## config.mk

```make
export PLATFORM = sky130hd
export DESIGN_NAME = alu_mc
export DESIGN_NICKNAME = d
export VERILOG_FILES = /design/src/rtl/alu_mc.sv
export SDC_FILE = /design/constraint.sdc
export NUM_CORES = 1
export LEC_CHECK = 0
export ABC_AREA = 1
export CORE_MARGIN = 2
export CORE_UTILIZATION = 52
export CTS_BUF_LIST = sky130_fd_sc_hd__clkbuf_4 sky130_fd_sc_hd__clkbuf_8 sky130_fd_sc_hd__clkbuf_16
export DETAILED_ROUTE_END_ITERATION = 10
export DONT_BUFFER_PORTS = 1
export HOLD_SLACK_MARGIN = 0.12
export PLACE_DENSITY = 0.67
export SETUP_SLACK_MARGIN = 0.5
export SLEW_MARGIN = 20
export SYNTH_ARGS = -nofsm -noshare
export SYNTH_HDL_FRONTEND = slang
export SYNTH_SLANG_ARGS = --single-unit
```

## constraint.sdc

```tcl
create_clock -name clk -period 12.8 [get_ports clk]
set_input_delay 2.56 -clock clk [delete_from_list [all_inputs] [get_ports clk]]
set_output_delay 2.56 -clock clk [all_outputs]
set_load 0.01 [all_outputs]
```

## src/rtl/alu_mc.sv

```systemverilog
// ----------------------------------------------------------------------------
// alu_mc -- multi-cycle signed ALU with valid/ready handshakes.
//
// Single-cycle operations (add, sub, logic, inc, pass, shifts, reserved)
// produce their result one cycle after accept. Signed multiply occupies the
// block for BW busy cycles before the result is presented. The result and
// flags are held in DONE until the consumer takes them.
//
// Ports:
//   clk        rising-edge clock
//   rst        synchronous, active-high reset
//   in_valid   operation request valid
//   in_ready   block can accept (IDLE and not in reset)
//   in_a       signed operand A
//   in_b       signed operand B; low $clog2(BW) bits are the shift amount
//   opcode     operation select
//   sat_en     saturate ADD/SUB/INC/MUL on signed overflow
//   out_valid  result valid (DONE state)
//   out_ready  consumer takes the result
//   out        registered signed result
//   flags      registered {carry, overflow, negative, zero}
// ----------------------------------------------------------------------------
module alu_mc #(
  parameter int BW = 16
) (
  input  logic          clk,
  input  logic          rst,
  input  logic          in_valid,
  output logic          in_ready,
  input  logic [BW-1:0] in_a,
  input  logic [BW-1:0] in_b,
  input  logic [3:0]    opcode,
  input  logic          sat_en,
  output logic          out_valid,
  input  logic          out_ready,
  output logic [BW-1:0] out,
  output logic [3:0]    flags
);

  localparam int SW = $clog2(BW);
  localparam int CW = $clog2(BW + 1);

  localparam logic [3:0] OP_ADD  = 4'b0000;
  localparam logic [3:0] OP_SUB  = 4'b0001;
  localparam logic [3:0] OP_AND  = 4'b0010;
  localparam logic [3:0] OP_OR   = 4'b0011;
  localparam logic [3:0] OP_XOR  = 4'b0100;
  localparam logic [3:0] OP_INC  = 4'b0101;
  localparam logic [3:0] OP_PASA = 4'b0110;
  localparam logic [3:0] OP_PASB = 4'b0111;
  localparam logic [3:0] OP_MUL  = 4'b1000;
  localparam logic [3:0] OP_SHL  = 4'b1001;
  localparam logic [3:0] OP_SRA  = 4'b1010;

  localparam logic [BW-1:0] MAX_POS = {1'b0, {(BW-1){1'b1}}};
  localparam logic [BW-1:0] MIN_NEG = {1'b1, {(BW-1){1'b0}}};

  typedef enum logic [1:0] {
    IDLE = 2'b00,
    BUSY = 2'b01,
    DONE = 2'b10
  } state_t;

  state_t          state_q, state_d;
  logic [CW-1:0]   cnt_q, cnt_d;
  logic [BW-1:0]   a_q, b_q;
  logic            sat_q;
  logic [BW-1:0]   out_q, out_d;
  logic [3:0]      flags_q, flags_d;
  logic            accept_s;

  // Pack {carry, overflow, negative, zero} with the final result.
  function automatic logic [BW+3:0] pack_f(input logic c, input logic v,
                                           input logic [BW-1:0] r);
    return {c, v, r[BW-1], (r == {BW{1'b0}}), r};
  endfunction

  // Single-cycle operations. On saturation the true result sign equals the
  // sign of a, since overflow only occurs when the exact result leaves the
  // range on a's side.
  function automatic logic [BW+3:0] alu_f(input logic [BW-1:0] a,
                                          input logic [BW-1:0] b,
                                          input logic [3:0]    op,
                                          input logic          sat);
    logic [BW:0]   ext;
    logic [BW-1:0] r;
    logic          c;
    logic          v;
    ext = {(BW+1){1'b0}};
    r   = {BW{1'b0}};
    c   = 1'b0;
    v   = 1'b0;
    case (op)
      OP_ADD: begin
        ext = {1'b0, a} + {1'b0, b};
        r   = ext[BW-1:0];
        c   = ext[BW];
        v   = (a[BW-1] == b[BW-1]) && (r[BW-1] != a[BW-1]);
      end
      OP_SUB: begin
        ext = {1'b0, a} - {1'b0, b};
        r   = ext[BW-1:0];
        c   = ext[BW];
        v   = (a[BW-1] != b[BW-1]) && (r[BW-1] != a[BW-1]);
      end
      OP_INC: begin
        ext = {1'b0, a} + {{BW{1'b0}}, 1'b1};
        r   = ext[BW-1:0];
        c   = ext[BW];
        v   = (a == MAX_POS);
      end
      OP_AND:  r = a & b;
      OP_OR:   r = a | b;
      OP_XOR:  r = a ^ b;
      OP_PASA: r = a;
      OP_PASB: r = b;
      OP_SHL:  r = a << b[SW-1:0];
      OP_SRA:  r = $unsigned($signed(a) >>> b[SW-1:0]);
      default: r = {BW{1'b0}};
    endcase
    if (v && sat) begin
      r = a[BW-1] ? MIN_NEG : MAX_POS;
    end else begin
      r = r;
    end
    return pack_f(c, v, r);
  endfunction

  // Signed multiply, low BW bits; overflow when the upper product bits are
  // not a pure sign extension of bit BW-1.
  function automatic logic [BW+3:0] mul_f(input logic [BW-1:0] a,
                                          input logic [BW-1:0] b,
                                          input logic          sat);
    logic signed [2*BW-1:0] p;
    logic [BW-1:0]          r;
    logic                   v;
    p = $signed(a) * $signed(b);
    v = !((p[2*BW-1:BW-1] == {(BW+1){1'b0}}) ||
          (p[2*BW-1:BW-1] == {(BW+1){1'b1}}));
    if (v && sat) begin
      r = p[2*BW-1] ? MIN_NEG : MAX_POS;
    end else begin
      r = p[BW-1:0];
    end
    return pack_f(1'b0, v, r);
  endfunction

  assign in_ready  = (state_q == IDLE) && !rst;
  assign out_valid = (state_q == DONE);
  assign out       = out_q;
  assign flags     = flags_q;
  assign accept_s  = in_valid && in_ready;

  // State register.
  always_ff @(posedge clk) begin
    if (rst) begin
      state_q <= IDLE;
    end else begin
      state_q <= state_d;
    end
  end

  // Next-state logic, busy counter and result computation.
  always_comb begin
    state_d = state_q;
    cnt_d   = cnt_q;
    out_d   = out_q;
    flags_d = flags_q;
    case (state_q)
      IDLE: begin
        if (in_valid) begin
          if (opcode == OP_MUL) begin
            state_d = BUSY;
            cnt_d   = {CW{1'b0}};
          end else begin
            state_d          = DONE;
            {flags_d, out_d} = alu_f(in_a, in_b, opcode, sat_en);
          end
        end else begin
          state_d = IDLE;
        end
      end
      BUSY: begin
        if (cnt_q == CW'(BW - 1)) begin
          state_d          = DONE;
          {flags_d, out_d} = mul_f(a_q, b_q, sat_q);
        end else begin
          cnt_d = cnt_q + {{(CW-1){1'b0}}, 1'b1};
        end
      end
      DONE: begin
        if (out_ready) begin
          state_d = IDLE;
        end else begin
          state_d = DONE;
        end
      end
      default: state_d = IDLE;
    endcase
  end

  // Datapath registers: captured operands, busy counter, result and flags.
  always_ff @(posedge clk) begin
    if (rst) begin
      a_q     <= {BW{1'b0}};
      b_q     <= {BW{1'b0}};
      sat_q   <= 1'b0;
      cnt_q   <= {CW{1'b0}};
      out_q   <= {BW{1'b0}};
      flags_q <= 4'b0000;
    end else begin
      if (accept_s) begin
        a_q   <= in_a;
        b_q   <= in_b;
        sat_q <= sat_en;
      end
      cnt_q   <= cnt_d;
      out_q   <= out_d;
      flags_q <= flags_d;
    end
  end

endmodule

```

Yosys cells after proc, flatten, opt, wreduce, memory -nomap -nowiden

Index checks and enable logic that the tools add are counted.

Eq/ne operators: 24
Bitwise gates (word level): 3
Multipliers: 1
Reductions and logical operators: 17
$add $sub $neg: 4
Shift operators: 2
Mux-type cells: 32

Operators by type and width:

| cell                  | count |
|---|---|
| $mux 16               | 12 |
| $pmux 16 s10          | 1 |
| $logic_not 16->1      | 2 |
| $mul 16x16->32        | 1 |
| $pmux 16 s2           | 1 |
| $add 16x1->17 const B | 1 |
| $add 16x16->17        | 1 |
| $eq 17x17->1 const B  | 1 |
| $logic_not 17->1      | 1 |
| $sub 16x16->17        | 1 |
| $and 16x16->16        | 1 |
| $eq 16x15->1 const B  | 1 |
| $eq 4x3->1 const B    | 4 |
| $or 16x16->16         | 1 |
| $shl 16x4->16         | 1 |
| $sshr 16x4->16        | 1 |
| $xor 16x16->16        | 1 |
| $mux 5                | 3 |
| $eq 4x4->1 const B    | 3 |
| $mux 4                | 3 |
| $pmux 5 s2            | 1 |
| $eq 4x2->1 const B    | 2 |
| $mux 2                | 4 |
| $ne 2x2->1 const B    | 4 |
| other kinds (19)      | 31 |

Register bits: 60
Output and inout bits: 22

Logic depth before layout (Yosys ltp)

Word-level depth: 16
Gate-level depth with buffers: 39

Worst setup path after synthesis

OpenSTA, ideal clock, no wires.

Path type: register to register
Start point: reg a_q[15]
End point: reg flags_q[0], in the netlist flags[0]
Arrival: 6122 ps
Required time: 12734 ps
Setup slack: 6612 ps
Setup time: 66 ps
Cell stages (with the launch flop): 34
Cell sequence: dfxtp_1 > clkbuf_1 > clkbuf_1 > nand2_1 > inv_1 > fa_1 > fa_1 > inv_1 > fa_1 > inv_1 > fa_1 > inv_1 > fa_1 > fa_1 > inv_1 > ha_1 > a21o_1 > nor2_1 > nand2_1 > a21oi_1 > nand2_1 > nand2_1 > nand2_1 > nor2_1 > nand2_1 > nor2_1 > nand3_1 > nand3_4 > nand3_1 > clkinv_1 > nand2_1 > nor2_1 > nand2_1 > a21oi_2

Word-level cells in the longest chain between the ends: 11

Ends and longest elaborated chain:

| item                                             | RTL line | RTL |
|---|---|---|
| start, declared                                  | 66       | `logic [BW-1:0] a_q, b_q;` |
| start signal, assigned                           | 205      | `a_q <= {BW{1'b0}};` |
| start signal, assigned                           | 213      | `a_q <= in_a;` |
| $mul 16x16->32 *                                 | 137      | `p = $signed(a) * $signed(b);` |
| $eq 17x17->1 or $logic_not 17->1 (tied branches) | 139, 138 |  |
| $logic_or 1x1->1                                 | 138      | `v = !((p[2*BW-1:BW-1] == {(BW+1){1'b0}}) \|\|` |
| $logic_not 1->1                                  | 138      |  |
| $logic_and 1x1->1                                | 140      | `if (v && sat) begin` |
| $mux 16 *                                        | 140      |  |
| $mux 16 *                                        | 184      | `if (cnt_q == CW'(BW - 1)) begin` |
| $mux 16 *                                        | 169      | `case (state_q)` |
| $logic_not 16->1 *                               | 75       | `return {c, v, r[BW-1], (r == {BW{1'b0}}), r};` |
| $mux 4 *                                         | 184      |  |
| $pmux 4 s2 *                                     | 169      |  |
| end signal, assigned                             | 219      | `flags_q <= flags_d;` |
| end, declared                                    | 69       | `logic [3:0] flags_q, flags_d;` |

Mark *: on every way between the ends. The rest lies on a longest branch, timed or not. The select of a mux whose other input is x is not followed.
A chain may end at the register's enable or synchronous reset.

Worst setup path after layout

Start point: reg a_q[15]
End point: reg out_q[1], in the netlist out[1]

Word-level cells in the longest chain between the ends: 10

Ends and longest elaborated chain:

| item                                             | RTL line | RTL |
|---|---|---|
| $mul 16x16->32 *                                 | 137      |  |
| $eq 17x17->1 or $logic_not 17->1 (tied branches) | 139, 138 |  |
| $logic_or 1x1->1                                 | 138      |  |
| $logic_not 1->1                                  | 138      |  |
| $logic_and 1x1->1                                | 140      |  |
| $mux 16 *                                        | 140      |  |
| $mux 16 *                                        | 184      |  |
| $mux 16 *                                        | 169      |  |
| $mux 16 *                                        | 184      |  |
| $pmux 16 s2 *                                    | 169      |  |
| end signal, assigned                             | 209      | `out_q <= {BW{1'b0}};` |
| end signal, assigned                             | 218      | `out_q <= out_d;` |
| end, declared                                    | 68       | `logic [BW-1:0] out_q, out_d;` |

Marked as above.

==> key figures <==
Critical path
  • Reg2reg end: out[1]$_SDFFE_PP0P_
  • Critical Path Sink Type: register
  • Worst reg2reg setup slack: 5.50 ns
  • CP max FO: 17
  • CP top delay family: adder cells
  • Reg2reg path depth: 28
  • Most Frequent Cell on Critical Path: nand2_1
  • WS Path Type: register to register
  • Reg-to-reg startpoint: a_q[15]$_SDFFE_PP0P_
  • Worst path bufs/invs: 4
  • CP peak stage delay: 0.78 ns
  • Startpoint types: register
  • WP data arrival: 7.54 ns
  • Critical Path RT: 13.04 ns
  • Critical path's slowest cell: dfxtp_1

Outcome
  • Status: completed

Global route
  • Largest net degree at the start of global routing: 67
  • First-pass GRT wire length: 96300 um
  • Number of global-route vias before repair: 17032
  • GR Overflow Total: 0
  • Gr usage total: 34.8%
  • Initial antenna violation count: 1

Worst hold path
  • Hold Crit Endpoint: cnt_q[4]$_SDFFE_PP0P_
  • Hold Path Origin: cnt_q[4]$_SDFFE_PP0P_
  • Hold path depth: 2
  • Worst hold path type: register to register

STA
  • WHS: 0.498 ns
  • Normalized max-slew margin: 33.0%
  • Period utilisation layout: 57.0%
  • Unrepaired setup endpoints after global routing: no
  • Fmax: 137 MHz
  • Final hold vios: 0
  • Period minus WS final: 7.30 ns
  • Max Clock Skew: 0.00642 ns
  • Setup TNS: 0 ns
  • Slew at the pin closest to its max-slew limit: 1.00 ns
  • Final setup vio count: 0
  • Slew Limit Fails: 0

Logic synthesis
  • Area share of fa/ha/maj cells after synthesis: 38.6%
  • Library cells used by synthesis: 58
  • Compound-Gate Fraction of Synth Area: 9.89%
  • Ys flop type: dfxtp_1
  • Post-Syn Area: 0.0180 mm2
  • Mapped Avg Cell Area: 6.60 um2
  • Largest family of logic cells by synthesized area: adder cells
  • Post-Synth Simple-Gate Area: 28.0%
  • Seq/Total Area, Yosys: 6.55%
  • Synth warn: 0
  • #FFs+latches synth: 59
  • Xor and xnor area share after synthesis: 1.36%
  • Multiplexer area fraction after synthesis: 0.389%
  • Synthesized instance count: 2733
  • Post-synth EDFFs: 0
  • Async S/R FF share, synth: 0%
  • Synth Net Count: 3172

Clocking
  • Clock root buffer: clkbuf_16
  • Max clock buf depth: 2
  • Worst-Skew Late Latency: 0.36 ns
  • CTS tree: yes
  • H-tree depth: 3
  • Hold buffers post-CTS: 0
  • Clk sinks: 59
  • Reg clk slew, reported paths: 0.06 ns
  • Post-cts sizing count: 0
  • Post-CTS Setup Bufs: 0
  • CTS Buf Count: 9

Finish
  • Area growth from synthesis to layout: 2.53%
  • Multi-input gate area: 0.0141 mm2
  • N_diodes: 0
  • Final net count: 3073
  • Layout cell share with drive strength beyond 1: 3.94%
  • Seq. cell area: 0.00118 mm2
  • Fillers: 3513

Power
  • Maximum vdd drop: 0.0000805 V
  • Power per cell area: 76.2 mW/mm2
  • P_leak: 9.42 nW

Detailed routing
  • Per-cell routed wire length: 19.6 um
  • Final WL: 60800 um
  • DRT Pass-1 Iters: 5
  • 1st-iter DRT viols: 1595
  • Vias post-DR: 17231
  • Via density: 5.57
  • Residual DRC: 0
  • Final ANT Viol Nets: 0

Job
  • # Max-Cap Violations: 0

Placed design
  • Gp weighted congestion: 1.02
  • Post-DP HPWL: 51500 um
  • Port bufs: 0

Floorplanning
  • I/O pin total: 63
  • Die width: 190 um
  • Die Footprint: 0.0362 mm2
  • Row count: 68
  • Initial Utilization: 52.5%
  • Core area: 0.0344 mm2
  • Die H: 190 um
## cell usage after synthesis, types with 3 or more instances
master / number / area (um2)
nand2_1: 845 / 3170
inv_1: 563 / 2110
fa_1: 264 / 5290
nor2_1: 153 / 574
ha_1: 134 / 1680
o21ai_0: 121 / 606
nand3_1: 106 / 531
a21oi_1: 102 / 510
clkbuf_1: 85 / 319
dfxtp_1: 59 / 1180
nand4_1: 31 / 194
inv_2: 27 / 101
nor3_1: 18 / 90.1
xor2_1: 18 / 158
nor2_2: 17 / 106
o22ai_1: 17 / 106
o31ai_1: 14 / 105
buf_2: 13 / 65.1
nand3_2: 12 / 120
o21ai_1: 12 / 60.1
o211ai_1: 11 / 82.6
xnor2_1: 10 / 87.6
nand2_2: 9 / 56.3
o21a_1: 8 / 60.1
clkinv_1: 7 / 26.3
mux2i_1: 7 / 70.1
a211oi_1: 5 / 37.5
buf_4: 5 / 37.5
or2_2: 5 / 31.3
a31oi_1: 4 / 25.0
and2_1: 4 / 25.0
buf_1: 4 / 15.0
nand3b_1: 4 / 30.0
a21o_1: 3 / 22.5
a21oi_2: 3 / 26.3
a221oi_1: 3 / 26.3
buf_6: 3 / 33.8
## flip-flops by register name, indices dropped and copies added, names as in the netlist
| signal | cells |
|---|---|
| cnt_q | 5 |
| sat_q | 1 |
| flags | 4 |
| a_q | 16 |
| b_q | 16 |
| state_q | 2 |
| out | 15 |
## through the flow
step | cells | area (um2) | util, % | worst slack [ns] | power [W]
global placement | 3078 | 18100 | 52.7 | 5.56 | 0.00109
detailed placement | 3078 | 18100 | 52.7 | 5.56 | 0.00109
global route | 3094 | 18500 | 53.8 | 5.04 | 0.00153
CTS | 3094 | 18500 | 53.8 | 5.51 | 0.00140
finish | 3094 | 18500 | 53.8 | 5.50 | 0.00141
floorplan | 2733 | 18000 | - | 6.61 | 0.000841
## final cells by class
class	count	area share (%)
sequential	59	6.39
tap	455	3.08
inverter	598	12.1
timing repair buffer	2	0.0812
clock inverter	5	0.582
multi-input combinational	1964	76.4
clock buffer	11	1.37
## power by group
part           total [W]  internal, W  switching, W
Sequential      0.000261     0.000200     0.0000613
Combinational   0.000847     0.000291      0.000556
Clock           0.000301     0.000202     0.0000990
Total            0.00141     0.000692      0.000716
## cells in the final DEF, fill, tap and decap left out, types with 4 or more instances in the layout
master	count
a211oi_1	5
a21oi_1	102
a31oi_1	4
and2_1	4
clkbuf_16	9
clkinv_1	7
dfxtp_1	59
fa_1	264
ha_1	134
inv_1	563
inv_2	27
mux2i_1	7
nand2_1	845
nand2_2	9
nand3_1	106
nand3_2	12
nand3b_1	4
nand4_1	31
nor2_1	153
nor2_2	17
nor3_1	17
o211ai_1	11
o21a_1	8
o21ai_0	121
o21ai_1	12
o22ai_1	17
o31ai_1	14
or2_2	5
xnor2_1	10
xor2_1	18
## worst max path at each step
stage,end,slack [ns],cells after the start,from
2_1_floorplan,flags[0]$_SDFFE_PP0P_,6.61,33,a_q[15]$_SDFFE_PP0P_
3_3_place_gp,flags[0]$_SDFFE_PP0P_,5.56,28,a_q[15]$_SDFFE_PP0P_
3_5_place_dp,flags[0]$_SDFFE_PP0P_,5.56,28,a_q[15]$_SDFFE_PP0P_
4_1_cts,flags[0]$_SDFFE_PP0P_,5.51,28,a_q[15]$_SDFFE_PP0P_
5_1_grt,out[1]$_SDFFE_PP0P_,5.04,28,a_q[15]$_SDFFE_PP0P_
6_report,out[1]$_SDFFE_PP0P_,5.50,28,a_q[15]$_SDFFE_PP0P_
## tightest hold or removal path, stage by stage, from the launching register on
cell	delay (ns)
dfxtp_1	0.31
nor2_1	0.10
a211oi_1	0.05
## metal layers
layer | vias up | wire, um | GRT usage [%] | share of wire, %
met5 | - | 13 | 0 | 0.021
met4 | 2 | 1040 | 6.74 | 1.7
met3 | 73 | 4690 | 5.70 | 7.7
met2 | 690 | 26400 | 53.8 | 43
met1 | 8416 | 28700 | 51.6 | 47
li1 | 8050 | - | - | -
## kinds of logic after synthesis
| logic type | count (synthesis) |
|---|---|
| compound gates | 316 |
| flops | 59 |
| xor+xnor | 28 |
| fa+ha+maj | 398 |
| simple gates | 1215 |
| mux | 7 |
| buf+inv | 710 |
Note: power is estimated with default switching activity, not from simulation.
